### config.mk
export PLATFORM = sky130hd
export DESIGN_NAME = urv_writeback
export DESIGN_NICKNAME = d
export VERILOG_FILES = /design/src/rtl/urv_writeback.sv
export SDC_FILE = /design/constraint.sdc
export NUM_CORES = 1
export LEC_CHECK = 0
export ABC_AREA = 1
export BUFFER_PORTS_ARGS = -buffer_cell sky130_fd_sc_hd__clkbuf_2
export CORE_UTILIZATION = 35
export DETAILED_ROUTE_END_ITERATION = 16
export PLACE_DENSITY = 0.6
export SYNTH_ARGS = -nofsm -noshare
export SYNTH_HDL_FRONTEND = slang
export SYNTH_SLANG_ARGS = --single-unit
### constraint.sdc
create_clock -name clk_i -period 2.45 [get_ports clk_i]
set_input_delay 0 -clock clk_i [delete_from_list [all_inputs] [get_ports clk_i]]
set_output_delay 0 -clock clk_i [all_outputs]
set_load 0.005 [all_outputs]
### src/rtl/urv_writeback.sv
// Writeback stage: commits ALU/divider results and sign/zero-extended load
// data to the register file, stalling upstream while a load is in flight.
module urv_writeback (
  input  logic        clk_i,
  input  logic        rst_n_i,
  input  logic        x_valid_i,
  input  logic        x_stall_i,
  input  logic        x_kill_i,
  input  logic        x_rd_write_i,
  input  logic [4:0]  x_rd_i,
  input  logic [31:0] x_rd_value_i,
  input  logic        x_load_i,
  input  logic [2:0]  x_fun_i,
  input  logic [1:0]  x_dm_addr_i,
  input  logic [31:0] dm_data_l_i,
  input  logic        dm_load_done_i,
  output logic        rf_rd_write_o,
  output logic [4:0]  rf_rd_o,
  output logic [31:0] rf_rd_value_o,
  output logic        w_stall_req_o
);

  typedef enum logic {
    IDLE      = 1'b0,
    WAIT_LOAD = 1'b1
  } state_t;

  localparam logic [2:0] FUN_LB  = 3'b000;
  localparam logic [2:0] FUN_LH  = 3'b001;
  localparam logic [2:0] FUN_LBU = 3'b100;
  localparam logic [2:0] FUN_LHU = 3'b101;

  state_t      state_q;
  logic        rf_we_q;
  logic [4:0]  rf_rd_q;
  logic [31:0] rf_val_q;
  logic [4:0]  ld_rd_q;
  logic        ld_we_q;
  logic [2:0]  ld_fun_q;
  logic [1:0]  ld_addr_q;

  logic        capture;
  logic [7:0]  ld_byte;
  logic [15:0] ld_half;
  logic [31:0] ld_ext;

  assign capture = x_valid_i & ~x_stall_i & ~x_kill_i
                 & (state_q == IDLE);

  // Pick the addressed byte/halfword and extend per the latched load type
  always_comb begin
    ld_byte = dm_data_l_i[7:0];
    ld_half = ld_addr_q[1] ? dm_data_l_i[31:16]
                           : dm_data_l_i[15:0];
    ld_ext  = dm_data_l_i;
    unique case (ld_addr_q)
      2'd0: ld_byte = dm_data_l_i[7:0];
      2'd1: ld_byte = dm_data_l_i[15:8];
      2'd2: ld_byte = dm_data_l_i[23:16];
      2'd3: ld_byte = dm_data_l_i[31:24];
    endcase
    case (ld_fun_q)
      FUN_LB:  ld_ext = {{24{ld_byte[7]}}, ld_byte};
      FUN_LBU: ld_ext = {24'd0, ld_byte};
      FUN_LH:  ld_ext = {{16{ld_half[15]}}, ld_half};
      FUN_LHU: ld_ext = {16'd0, ld_half};
      default: ld_ext = dm_data_l_i;
    endcase
  end

  // FSM with registered register-file write port
  always_ff @(posedge clk_i or negedge rst_n_i) begin
    if (!rst_n_i) begin
      state_q   <= IDLE;
      rf_we_q   <= 1'b0;
      rf_rd_q   <= 5'd0;
      rf_val_q  <= 32'd0;
      ld_rd_q   <= 5'd0;
      ld_we_q   <= 1'b0;
      ld_fun_q  <= 3'd0;
      ld_addr_q <= 2'd0;
    end else begin
      rf_we_q <= 1'b0;
      unique case (state_q)
        IDLE: begin
          if (capture) begin
            if (x_load_i) begin
              ld_rd_q   <= x_rd_i;
              ld_we_q   <= x_rd_write_i;
              ld_fun_q  <= x_fun_i;
              ld_addr_q <= x_dm_addr_i;
              state_q   <= WAIT_LOAD;
            end else begin
              rf_we_q  <= x_rd_write_i & (x_rd_i != 5'd0);
              rf_rd_q  <= x_rd_i;
              rf_val_q <= x_rd_value_i;
            end
          end
        end
        WAIT_LOAD: begin
          if (dm_load_done_i) begin
            rf_we_q  <= ld_we_q & (ld_rd_q != 5'd0);
            rf_rd_q  <= ld_rd_q;
            rf_val_q <= ld_ext;
            state_q  <= IDLE;
          end
        end
      endcase
    end
  end

  assign rf_rd_write_o = rf_we_q;
  assign rf_rd_o       = rf_rd_q;
  assign rf_rd_value_o = rf_val_q;
  assign w_stall_req_o = (state_q == WAIT_LOAD);

endmodule

## After elaboration in Yosys (flattened, before gate mapping)

Index checks and enable logic that the tools add are counted.

| word-level totals | value |
|---|---|
| logic and storage cells | 50 |
| bits in registers | 50 |
| output and inout port bits | 39 |
| input bits | 82 |

| operators by class | value |
|---|---|
| bitwise operators | 8 |
| reduce and logical (&&, ||, !) cells | 6 |
| equal/unequal tests | 9 |
| muxes and demuxes | 19 |

Operators by type and width:

| operator | count |
|---|---|
| case mux 32 bit (4 select lines) | 1 |
| 2-to-1 mux 32 bit | 3 |
| case mux 32 bit (2 select lines) | 1 |
| case mux 8 bit (4 select lines) | 1 |
| 2-to-1 mux 16 bit | 1 |
| 2-to-1 mux 5 bit | 3 |
| case mux 5 bit (2 select lines) | 1 |
| nonzero test 5 bit | 2 |
| == test 3 bit, second input constant | 2 |
| 2-to-1 mux 1 bit | 6 |
| != test 2 bit, second input constant | 3 |
| AND reduction 3 bit | 2 |
| bitwise AND 1 bit | 5 |
| == test 2 bit, second input constant | 2 |
| case mux 1 bit (2 select lines) | 2 |
| == test 3 x 1 -> 1 bit, second input constant | 1 |
| logical NOT 3 bit | 1 |
| NOT 1 bit | 3 |
| == test 2 x 1 -> 1 bit, second input constant | 1 |
| logical NOT 2 bit | 1 |

## Longest topological paths before layout

| depth | value |
|---|---|
| word-level depth | 6 |
| depth in mapped cells | 10 |
| gate-level depth less buffers | 9 |

## Least setup slack after synthesis

Ideal clock, no wire load.

| timing | value |
|---|---|
| path type | reg-to-reg |
| start | reg state_q (netlist: w_stall_req_o) |
| end | reg rf_val_q[22] (netlist: rf_rd_value_o[22]) |
| setup time | 0.116 ns |
| arrival time | 1.215 ns |
| data required time | 2.334 ns |
| cell stages (with the launch flop) | 10 |
| path buffers | 3 |
| setup slack | 1.119 ns |
| period minus slack after synthesis | 1.331 ns |
| cells stage by stage | dfrtp_1 > buf_6 > clkinv_4 > nand4_4 > nand2_4 > inv_2 > buf_6 > buf_2 > nand2_1 > nand2_1 |

| on the way | value |
|---|---|
| word-level cells in the longest chain between the ends | 4 |
| elaborated cells on any way between the ends | 7 |
| classes of those cells | eq/ne (3); mux (1); bitwise (2); reduce/logical (1) |

Ends and longest elaborated chain:

| item | line | source |
|---|---|---|
| from (decl) | 33 | `state_t state_q;` |
| from (signal assigned) | 74 | `state_q <= IDLE;` |
| from (signal assigned) | 92 | `state_q <= WAIT_LOAD;` |
| from (signal assigned) | 105 | `state_q <= IDLE;` |
| NOT 1 bit (no source line) | - |  |
| bitwise AND 1 bit | 48 | `& (state_q == IDLE);` |
| != test 2 bit (no source line) | - |  |
| AND reduction 3 bit (no source line) | - |  |
| to (signal assigned) | 96 | `rf_val_q <= x_rd_value_i;` |
| to (signal assigned) | 104 | `rf_val_q <= ld_ext;` |
| to (decl) | 36 | `logic [31:0] rf_val_q;` |

Several ways; a longest one is shown, not always the timed one.
A chain may end at the register's enable or synchronous reset.

## Worst setup path after layout

| timing | value |
|---|---|
| start | reg state_q (netlist: w_stall_req_o) |
| end | reg rf_val_q[2] (netlist: rf_rd_value_o[2]) |

Same word-level chain as after synthesis.

==> flow_summary.json <==
{
  "syn_area_per_cell_um2": 6.71,
  "worst_slack_ns": 0.527,
  "layout_commonest_cell": "nand2_1",
  "via_per_inst": 4.72,
  "ys_seq_elements": 50,
  "routed_wl_um": 8800,
  "synth_cell_types": 26,
  "cts_tree": "built",
  "coreArea_mm2": 0.00826,
  "clock-sinks": 50,
  "fmax_mhz": 520,
  "holdWs_ns": 0.00976,
  "wl_per_cell_um": 13.0,
  "critical_path_arrival_ns": 2.13,
  "post-route-period-util_pct": 78.5,
  "post-route-drc-count": 0,
  "startpoint_type": "register",
  "cts_buffers": 5,
  "timing.critical_path.to_type": "register",
  "syn_area_mm2": 0.00301,
  "clockRootBuffer": "clkbuf_8",
  "ys_seq_area_share_pct": 41.6,
  "synth-edff-count": 0,
  "grt_pass1_wl_um": 14400,
  "grt.overflow.total": 0,
  "m1WireLength_um": 4130,
  "regToRegSetupSlack_ns": 0.53,
  "power_density_mw_per_mm2": 668,
  "cp_max_fo": 47,
  "setup_viol": 0,
  "reg2reg_from": "w_stall_req_o$_DFF_PN0_",
  "chipHeight_um": 94.7,
  "slew_viol_final": 0,
  "path_class": "register to register",
  "reg2reg_depth": 7,
  "antenna_found_initial": 0,
  "grt_pass1_vias": 3101,
  "fin_nets": 654,
  "area_growth_pct": 29.5,
  "wl_met2_um": 3990,
  "p_total_mw": 2.60,
  "comb_power_share_pct": 32.9,
  "cap_violations": 0,
  "pwr-share-clk_pct": 21.7,
  "cp.required_ns": 2.65,
  "crit_start": "w_stall_req_o$_DFF_PN0_",
  "tightest_slew_ns": 0.748,
  "critPathCapture": "rf_rd_value_o[2]$_DFFE_PN0P_",
  "p_sw_mw": 0.901,
  "holdBufCountCts": 14,
  "grtUsageTotal_pct": 20.5,
  "highest_layer": "met4",
  "async_flop_share_pct": 100,
  "ir_worst_vdd_mv": 0.312,
  "start_util_pct": 36.4,
  "post_cts.repair.setup_buffers": 0,
  "period_minus_slack_ns": 1.92,
  "layout_common_cells": "nand2_1, clkbuf_2, nor2_1, dfrtp_1, a21oi_1",
  "outcome": "finished, final reports clean",
  "fp.dieW_um": 94.7,
  "relSlewSlack_pct": 50.2,
  "cts_resized": 0,
  "seqPwrFrac_pct": 45.4,
  "setup_tns_ns": 0,
  "rsz0062_at_grt": "no",
  "first_iter_violations": 180,
  "gp_congestion": 0.820,
  "drive_above_1_share_pct": 27.2,
  "num_vias": 3197,
  "path_clk_slew_ns": 0.09,
  "die-area_mm2": 0.00897,
  "place_ws_ns": 0.505,
  "p_leak_nw": 2.14,
  "ioPinCount": 121,
  "dpl.hpwl_um": 6730,
  "p_int_mw": 1.70,
  "rows": 33,
  "syn_nets": 530,
  "netSwitchingFraction_pct": 34.6,
  "grt_max_degree": 48,
  "htreeDepth": 2,
  "postRouteAntennaNets": 0,
  "wl_met3_um": 593,
  "ys.flop_type": "dfrtp_1",
  "timing.rr.end": "rf_rd_value_o[2]$_DFFE_PN0P_",
  "clock_skew_ns": 0.00994,
  "hp-class": "primary input to register",
  "clk_latency_ns": 0.30,
  "finalHoldViolCount": 0,
  "numPortBuffers": 120,
  "cts_buffer_depth": 2,
  "netlist_instances": 448,
  "yosys_warnings": 0,
  "dr.pass1.iters": 6,
  "diodes": 0
}
Yosys cell counts, types with 3 or more instances:
library cell / instances / area (um^2)
a21oi_1: 25 / 125
a31oi_1: 5 / 31.3
buf_2: 7 / 35.0
buf_6: 5 / 56.3
clkbuf_1: 9 / 33.8
dfrtp_1: 50 / 1250
inv_1: 10 / 37.5
nand2_1: 191 / 717
nand3_1: 15 / 75.1
nand3b_1: 7 / 52.6
nand4_1: 3 / 18.8
nor2_1: 82 / 308
nor2_2: 3 / 18.8
o21ai_0: 13 / 65.1
or2_2: 8 / 50.1
how the worst min path moves through the flow:
stage / depth (start not counted) / startpoint / end / slack [ns]
3_3_place_gp: 1 / rst_n_i / rf_rd_value_o[25]$_DFFE_PN0P_ / -0.007
4_1_cts: 3 / x_rd_value_i[7] / rf_rd_value_o[7]$_DFFE_PN0P_ / 0.002
3_5_place_dp: 1 / rst_n_i / rf_rd_value_o[25]$_DFFE_PN0P_ / 0.004
6_report: 3 / x_rd_value_i[7] / rf_rd_value_o[7]$_DFFE_PN0P_ / 0.01
5_1_grt: 4 / x_rd_value_i[11] / rf_rd_value_o[11]$_DFFE_PN0P_ / 0.02
2_1_floorplan: 0 / rst_n_i / ld_addr_q[0]$_DFFE_PN0P_ / -0.30
worst max-delay path, cell delays in order, from the launching register on:
cell and delay [ns]:
dfrtp_1 0.56, clkinv_4 0.10, nand4_4 0.11, nand2_4 0.18
inv_2 0.59, nor2_1 0.10, nand2_1 0.10, nand2_1 0.04
logic make-up after synthesis:
| group | after synthesis | share of synthesized area (%) |
|---|---|---|
| simple gates | 316 | 43.6 |
| mux | 2 | 0.749 |
| compound gates | 44 | 7.61 |
| flops | 50 | 41.6 |
| buf+inv | 36 | 6.45 |
through the flow:
stage          cell area (um^2)  instances  utilization, %
4_1_cts                    3890        678            47.2
5_1_grt                    3890        678            47.2
3_3_place_gp               3640        656            44.1
6_report                   3890        678            47.2
3_5_place_dp               3640        656            44.1
2_1_floorplan              3010        448               -
layout make-up:
| class | instances | area [um^2] |
|---|---|---|
| multi-input cells | 362 | 1560 |
| repair buffers | 140 | 786 |
| flip-flops and latches | 50 | 1250 |
| inverters | 13 | 53.8 |
| clock buffers | 8 | 110 |
| well taps | 105 | 131 |
| fillers | 924 | 4360 |
routing by layer:
layer  GRT usage [%]  vias up
li1                -     1644
met1            26.8     1445
met2            35.0       99
met3            4.67        9
met4            3.79        0
met5               0        -
power by group through the flow:
stage	clock [mW]	combinational, mW	sequential, mW
2_1_floorplan	0	0.498	1.18
3_3_place_gp	0	0.837	1.19
3_5_place_dp	0	0.848	1.20
4_1_cts	0.592	0.869	1.18
5_1_grt	0.620	0.985	1.21
6_report	0.564	0.857	1.18
state kept, by name, indices dropped and copies added (netlist names):
name	cells
ld_addr_q	2
ld_fun_q	3
ld_rd_q	5
ld_we_q	1
rf_rd_o	5
rf_rd_value_o	32
rf_rd_write_o	1
w_stall_req_o	1
Note: power is estimated with default switching activity, not from simulation.
